File: src/rtl/fsqrt_stage_pkg.sv
// Shared FPU types and constants for the fsqrt execution stage.
package fsqrt_stage_pkg;

    typedef struct packed {
        logic        sign;
        logic [7:0]  exp;
        logic [22:0] man;
    } float32_t;

    localparam logic [7:0]  EXP_INF     = 8'hFF;
    localparam int          QUEUE_DEPTH = 2;
    localparam logic [31:0] QNAN        = 32'h7FC0_0000;

endpackage

File: src/rtl/fsqrt_stage_fsqrt.sv
// Combinational single-precision square root, round-to-nearest on the magnitude.
// Raises exception for any negative operand (including -0) or a NaN operand.
module fsqrt
    import fsqrt_stage_pkg::*;
(
    input  logic [31:0] x,
    output logic [31:0] y,
    output logic        exception
);

    float32_t           w_x;
    logic [23:0]        w_sig;
    logic signed [9:0]  w_exp;
    logic signed [9:0]  w_half;
    logic [24:0]        w_sig2;
    logic [47:0]        w_rad;
    logic [25:0]        w_rem;
    logic [25:0]        w_trial;
    logic [23:0]        w_root;
    logic [7:0]         w_res_exp;
    logic               w_round;
    logic               w_is_nan;

    assign w_x      = x;
    assign w_is_nan = (w_x.exp == EXP_INF) && (w_x.man != 23'd0);
    assign exception = w_x.sign || w_is_nan;

    always_comb begin
        w_sig = {1'b1, w_x.man};
        w_exp = $signed({2'b00, w_x.exp}) - 10'sd127;
        // Subnormals are normalised so the root sees a leading one at bit 23.
        if (w_x.exp == 8'd0) begin
            w_sig = {1'b0, w_x.man};
            w_exp = -10'sd126;
            for (int i = 0; i < 23; i++) begin
                if (!w_sig[23]) begin
                    w_sig = w_sig << 1;
                    w_exp = w_exp - 10'sd1;
                end
            end
        end
        if (w_exp[0]) begin
            w_sig2 = {w_sig, 1'b0};
            w_exp  = w_exp - 10'sd1;
        end else begin
            w_sig2 = {1'b0, w_sig};
        end
        w_half    = w_exp >>> 1;
        w_res_exp = 8'(w_half + 10'sd127);

        // Digit-by-digit root of sig2 * 2^23 yields a 24-bit root with bit 23 set.
        w_rad   = {w_sig2, 23'd0};
        w_rem   = '0;
        w_root  = '0;
        w_trial = '0;
        for (int i = 23; i >= 0; i--) begin
            w_rem   = {w_rem[23:0], w_rad[2*i +: 2]};
            w_trial = {w_root, 2'b01};
            if (w_rem >= w_trial) begin
                w_rem  = w_rem - w_trial;
                w_root = {w_root[22:0], 1'b1};
            end else begin
                w_root = {w_root[22:0], 1'b0};
            end
        end
        w_round = (w_rem > {2'b00, w_root});

        y = {1'b0, w_res_exp, w_root[22:0]} + {31'd0, w_round};
        if (w_is_nan) begin
            y = QNAN;
        end else if (w_x.sign) begin
            y = (x[30:0] == 31'd0) ? x : QNAN;
        end else if (w_x.exp == EXP_INF) begin
            y = x;
        end else if (x[30:0] == 31'd0) begin
            y = 32'd0;
        end
    end

endmodule

File: src/rtl/fsqrt_stage.sv
// Handshaked sqrt stage: operand register, combinational fsqrt, 2-entry result queue.
// Optional FSQRT_STAGE_PERF_EN adds enqueue / exception event counters.
module fsqrt_stage
    import fsqrt_stage_pkg::*;
#(
    parameter int TAG_W = 5
)
(
    input  logic             clk,
    input  logic             rst,
    input  logic             in_valid,
    output logic             in_ready,
    input  logic [31:0]      in_x,
    input  logic [TAG_W-1:0] in_tag,
    output logic             out_valid,
    input  logic             out_ready,
    output logic [31:0]      out_y,
    output logic             out_exc,
    output logic [TAG_W-1:0] out_tag,
    input  logic             flush,
    input  logic             clear_sticky,
`ifdef FSQRT_STAGE_PERF_EN
    output logic             sticky_exc,
    output logic [31:0]      perf_ops,
    output logic [31:0]      perf_exc
`else
    output logic             sticky_exc
`endif
);

    localparam logic [1:0] Q_FULL = 2'(QUEUE_DEPTH);

    logic             r_s1_valid;
    logic [31:0]      r_s1_x;
    logic [TAG_W-1:0] r_s1_tag;
    logic             r_wr_ptr;
    logic             r_rd_ptr;
    logic             r_show_ptr;
    logic [1:0]       r_count;
    logic             r_sticky;

    logic [31:0]      w_y;
    logic             w_exc;
    logic             w_deq;
    logic             w_enq;
    logic             w_push;
    logic             w_accept;
    logic             w_head_ptr;
    logic [31:0]      w_slot_y   [QUEUE_DEPTH];
    logic             w_slot_exc [QUEUE_DEPTH];
    logic [TAG_W-1:0] w_slot_tag [QUEUE_DEPTH];

    fsqrt u_fsqrt (
        .x         (r_s1_x),
        .y         (w_y),
        .exception (w_exc)
    );

    assign out_valid = (r_count != 2'd0);
    assign w_deq     = out_valid && out_ready;
    assign w_enq     = r_s1_valid && ((r_count != Q_FULL) || w_deq);
    assign w_push    = w_enq && !flush;
    assign in_ready  = !r_s1_valid || w_enq;
    assign w_accept  = in_valid && in_ready;

    always_ff @(posedge clk) begin
        if (rst || flush) begin
            r_s1_valid <= 1'b0;
        end else if (w_accept) begin
            r_s1_valid <= 1'b1;
        end else if (w_enq) begin
            r_s1_valid <= 1'b0;
        end
        if (rst) begin
            r_s1_x   <= '0;
            r_s1_tag <= '0;
        end else if (w_accept && !flush) begin
            r_s1_x   <= in_x;
            r_s1_tag <= in_tag;
        end
    end

    for (genvar gi = 0; gi < QUEUE_DEPTH; gi++) begin : g_slot
        logic [31:0]      r_y;
        logic             r_exc;
        logic [TAG_W-1:0] r_tag;

        always_ff @(posedge clk) begin
            if (rst) begin
                r_y   <= '0;
                r_exc <= 1'b0;
                r_tag <= '0;
            end else if (w_push && (r_wr_ptr == 1'(gi))) begin
                r_y   <= w_y;
                r_exc <= w_exc;
                r_tag <= r_s1_tag;
            end
        end

        assign w_slot_y[gi]   = r_y;
        assign w_slot_exc[gi] = r_exc;
        assign w_slot_tag[gi] = r_tag;
    end

    always_ff @(posedge clk) begin
        if (rst || flush) begin
            r_wr_ptr <= 1'b0;
            r_rd_ptr <= 1'b0;
            r_count  <= 2'd0;
        end else begin
            if (w_enq) r_wr_ptr <= ~r_wr_ptr;
            if (w_deq) r_rd_ptr <= ~r_rd_ptr;
            case ({w_enq, w_deq})
                2'b10:   r_count <= r_count + 2'd1;
                2'b01:   r_count <= r_count - 2'd1;
                default: r_count <= r_count;
            endcase
        end
    end

    // Remember the last valid head slot so an empty queue keeps showing it.
    always_ff @(posedge clk) begin
        if (rst) begin
            r_show_ptr <= 1'b0;
        end else if (out_valid) begin
            r_show_ptr <= r_rd_ptr;
        end
    end

    assign w_head_ptr = out_valid ? r_rd_ptr : r_show_ptr;
    assign out_y      = w_slot_y[w_head_ptr];
    assign out_exc    = w_slot_exc[w_head_ptr];
    assign out_tag    = w_slot_tag[w_head_ptr];

    always_ff @(posedge clk) begin
        if (rst) begin
            r_sticky <= 1'b0;
        end else begin
            r_sticky <= (w_push && w_exc) || (r_sticky && !clear_sticky);
        end
    end

    assign sticky_exc = r_sticky;

`ifdef FSQRT_STAGE_PERF_EN
    logic [31:0] r_perf_ops;
    logic [31:0] r_perf_exc;

    always_ff @(posedge clk) begin
        if (rst) begin
            r_perf_ops <= '0;
            r_perf_exc <= '0;
        end else if (w_push) begin
            r_perf_ops <= r_perf_ops + 32'd1;
            if (w_exc) r_perf_exc <= r_perf_exc + 32'd1;
        end
    end

    assign perf_ops = r_perf_ops;
    assign perf_exc = r_perf_exc;
`endif

endmodule

File: config.mk
export PLATFORM = sky130hd
export DESIGN_NAME = fsqrt_stage
export DESIGN_NICKNAME = d
export VERILOG_FILES = /design/src/rtl/fsqrt_stage_pkg.sv /design/src/rtl/fsqrt_stage_fsqrt.sv /design/src/rtl/fsqrt_stage.sv
export SDC_FILE = /design/constraint.sdc
export NUM_CORES = 1
export LEC_CHECK = 0
export CORE_AREA = 10 10 250 311
export CTS_CLUSTER_SIZE = 28
export DETAILED_ROUTE_END_ITERATION = 8
export DIE_AREA = 0 0 260 321
export PLACE_DENSITY = 0.66
export SYNTH_ARGS = -nofsm -noshare
export SYNTH_HDL_FRONTEND = slang
export SYNTH_SLANG_ARGS = --single-unit
File: constraint.sdc
create_clock -name clk -period 113.4 [get_ports clk]
set_input_delay 34.02 -clock clk [delete_from_list [all_inputs] [get_ports clk]]
set_output_delay 34.02 -clock clk [all_outputs]
set_load 0.01 [all_outputs]
==> qor.csv, run 1 <==
stage,metric,value,unit
critical_path,FF-to-FF setup slack,11160,ps
route,initial DRC count,3419,
route,Routed met3 length,6.860,mm
route,DR pass1 iterations,6,
synthesis,"area leader, netlist",ha_1,
sta,crit share post-route,90.16,%
clock_tree,TritonCTS buffer count,17,
critical_path,"most used cell, CP",a21oi_1,
critical_path,crit start category,register,
final_layout,sequential cell area,0.002405,sq mm
route,routed len/inst,21.35,microns
critical_path,peak fanout along the critical path,42,
route,drt total wl,129.9,mm
place,Placed Instance Area,0.03697,sq mm
route,routed via count,39796,
synthesis,Ys Warns,0,
sta,min Tclk post-route,102250,ps
place,# port buffers,83,
synthesis,Post-Synthesis Cells,5192,
critical_path,"slowest stage delay, CP",1010,ps
synthesis,top_reg_cell synth,dfxtp_1,
floorplan,Top Ports,84,
route,Detail Route Antenna Nets,0,
floorplan,Row Count,110,
synthesis,Synth Register Bits,120,
critical_path,slowest CP cell,nor2_1,
final_layout,NumNets Final,5526,
route,metal1 wirelength,50.91,mm
clock_tree,Hold Buf Count CTS,0,
synthesis,Post-Syn Area per Cell,6.830,sq um
synthesis,distinct cell type count after synthesis,142,
worst_hold_path,Hold Crit Class,register to register,
global_route,Total GRT Usage,29.42,%
clock_tree,clock sink count,120,
sta,Slew HR,31.16,%
clock_tree,Post-CTS Setup Bufs,0,
clock_tree,CTS Buffer Depth,2,
clock_tree,post-CTS resize count,0,
critical_path,WP data required,113670,ps
route,Vias/cell,6.539,
floorplan,core box area,0.07171,sq mm
floorplan,Starting Density,49.46,%
synthesis,largest cells by area after synthesis,"ha_1, a21oi_1, dfxtp_1, xnor2_1, nand2_1",
final_layout,# fillers,7184,
sta,Clock Skew,8.380,ps
sta,f_max,0.009780,GHz
sta,setup TNS,0,ps
critical_path,CP Capture Type,register,
sta,Worst Max-Slew Pin Slew,1031,ps
clock_tree,Max H-tree Level,4,
synthesis,top-area cell type share of the netlist area,12.67,%
route,met2 wire len,63.94,mm
clock_tree,clk_lat worst skew,420,ps
sta,Setup Viol. Count Final,0,
global_route,antenna violations before repair,1,
route,Max Used Layer,met5,
critical_path,Setup Crit Path Kind,register to register,
global_route,grt ovf,0,
synthesis,most numerous cell in the Yosys netlist,nand2_1,
place,Post-Place Setup Slack,12900,ps
sta,fin. max-slew vios,0,
floorplan,Die Ht,321,microns
place,Placer Congestion,1.026,
global_route,vias in the first global route,37427,
global_route,pin count of the biggest net entering global routing,91,
critical_path,"Arr. time, crit path",102510,ps
synthesis,Mapped Area,0.03546,sq mm
floorplan,die area,0.08346,sq mm
final_layout,layout cells sized above 1,7.578,%
clock_tree,Clock Root Buffer,clkbuf_16,
synthesis,asr flop ratio synth,0,%
clock_tree,Worst-path clk slew,60,ps
sta,final hold vios,0,
final_layout,Multi-input gate area,0.03130,sq mm
final_layout,Area growth syn-to-layout,5.938,%
synthesis,"Seq/Total Area, Yosys",6.774,%
floorplan,Die Wd,260,microns
run_status,outcome,"complete, no violations",
final_layout,design area,0.03757,sq mm
sta,RSZ-0062 raised after global routing,false,
clock_tree,CTS tree,done,
sta,worst setup margin,11160,ps
route,# DRC,0,
final_layout,fin util,52.39,%
synthesis,Post-synth top cells,"nand2_1, a21oi_1, nor2_1",
job,Max Cap Viol,0,
global_route,first-pass GRT wire length,202.4,mm
synthesis,Post-synth EDFFs,0,
place,post-DP HPWL,102.0,mm
[cell type report]
| cell class | instances | share of cell area [%] |
|---|---|---|
| multi-input cells | 4630 | 83.32 |
| flip-flops and latches | 120 | 6.401 |
| repair buffers | 142 | 3.384 |
| well taps | 952 | 3.171 |
| inverters | 212 | 2.125 |
| clock buffers | 23 | 1.352 |
| clock inverters | 6 | 0.2398 |
| diodes | 1 | 0.006661 |
[metal layers]
metal | up-vias | global-route usage (%)
li1 | 19132 | -
met4 | 2 | 17.69
met5 | - | 0
met1 | 18609 | 33.42
met2 | 1614 | 52.73
met3 | 439 | 2.296
[cells by family (layout without fill, tap and decap cells)]
group | Yosys count | count (layout) | synth area share (%)
muxes | 174 | 174 | 5.571
AOI/OAI and AO/OA | 1813 | 1813 | 34.30
DFF | 120 | 120 | 6.774
adders and majority gates | 362 | 362 | 12.78
and+or+nand+nor | 1919 | 1919 | 26.52
xor gates and xnor gates | 360 | 360 | 8.976
buffers and inverters | 443 | 383 | 5.063
other | 1 | 3 | 0.01057
[cells in the final DEF, fill, tap and decap left out, types with 54 or more instances in the layout]
cell type | synthesis | routed
nand2_1 | 580 | 580
a21oi_1 | 574 | 574
nor2_1 | 525 | 525
ha_1 | 359 | 359
o21ai_0 | 255 | 255
xnor2_1 | 252 | 252
inv_1 | 196 | 196
nand3_1 | 136 | 136
nor3_1 | 130 | 129
a21o_1 | 120 | 120
dfxtp_1 | 120 | 118
o21bai_1 | 114 | 114
xor2_1 | 104 | 104
mux2_2 | 90 | 90
clkdlybuf4s50_1 | 0 | 82
o21a_1 | 74 | 74
a211oi_1 | 66 | 66
a31oi_1 | 60 | 60
buf_4 | 8 | 60
mux2i_1 | 60 | 59
and3_1 | 58 | 58
nand4_1 | 56 | 56
o211ai_1 | 56 | 56
or3_1 | 54 | 54
[final timing paths]
| kind | startpoint | endpoint | cells past startpoint |
|---|---|---|---|
| hold reg to reg | g_slot[1].r_y[1] | g_slot[1].r_y[1] | 2 |
| setup / recovery | r_s1_x[20] | g_slot[1].r_y[20] | 460 |
| hold / removal | g_slot[1].r_y[1] | g_slot[1].r_y[1] | 2 |
| setup reg to reg | r_s1_x[20] | g_slot[1].r_y[20] | 460 |
[through the flow]
| stage | hold slack (ps) | cells |
|---|---|---|
| 5_1_grt | 476.8 | 6085 |
| 3_5_place_dp | 446.8 | 6056 |
| 4_1_cts | 454.4 | 6085 |
| 3_3_place_gp | 439.7 | 6056 |
| 2_1_floorplan | 432.9 | 5193 |
| 6_report | 454.2 | 6086 |
[state kept, by name, summed over array words and instances (netlist names)]
register / cells
g_slot.r_exc: 2
g_slot.r_tag: 10
g_slot.r_y: 64
r_count: 2
r_rd_ptr: 1
r_s1_tag: 5
r_s1_valid: 1
r_s1_x: 32
r_show_ptr: 1
r_wr_ptr: 1
sticky_exc: 1
[worst max-delay path, delay by kind of cell, from the launching register on]
family | cells | cell delay (ps)
AO/OA/AOI/OAI | 267 | 50560
adder cells (fa/ha/maj) | 35 | 9410
multiplexers | 13 | 4370
AND/OR/NAND/NOR | 101 | 25530
flip-flops | 1 | 300
XOR/XNOR | 2 | 300
buffers and inverters | 42 | 11270
Power of run 1 is not shown: default switching activity piles up to over one toggle a cycle in this logic, so the estimate is an artifact.
==> run 2, diff against run 1 <==
--- a/config.mk
+++ b/config.mk
@@ -10,6 +10,7 @@
 export DETAILED_ROUTE_END_ITERATION = 8
 export DIE_AREA = 0 0 260 321
 export PLACE_DENSITY = 0.66
+export SLEW_MARGIN = 20
 export SYNTH_ARGS = -nofsm -noshare
 export SYNTH_HDL_FRONTEND = slang
 export SYNTH_SLANG_ARGS = --single-unit
==> results of run 2 <==
The final DEF is identical to that of run 1; final timing and power are the same.
Power of run 2 is left out for the same reason.
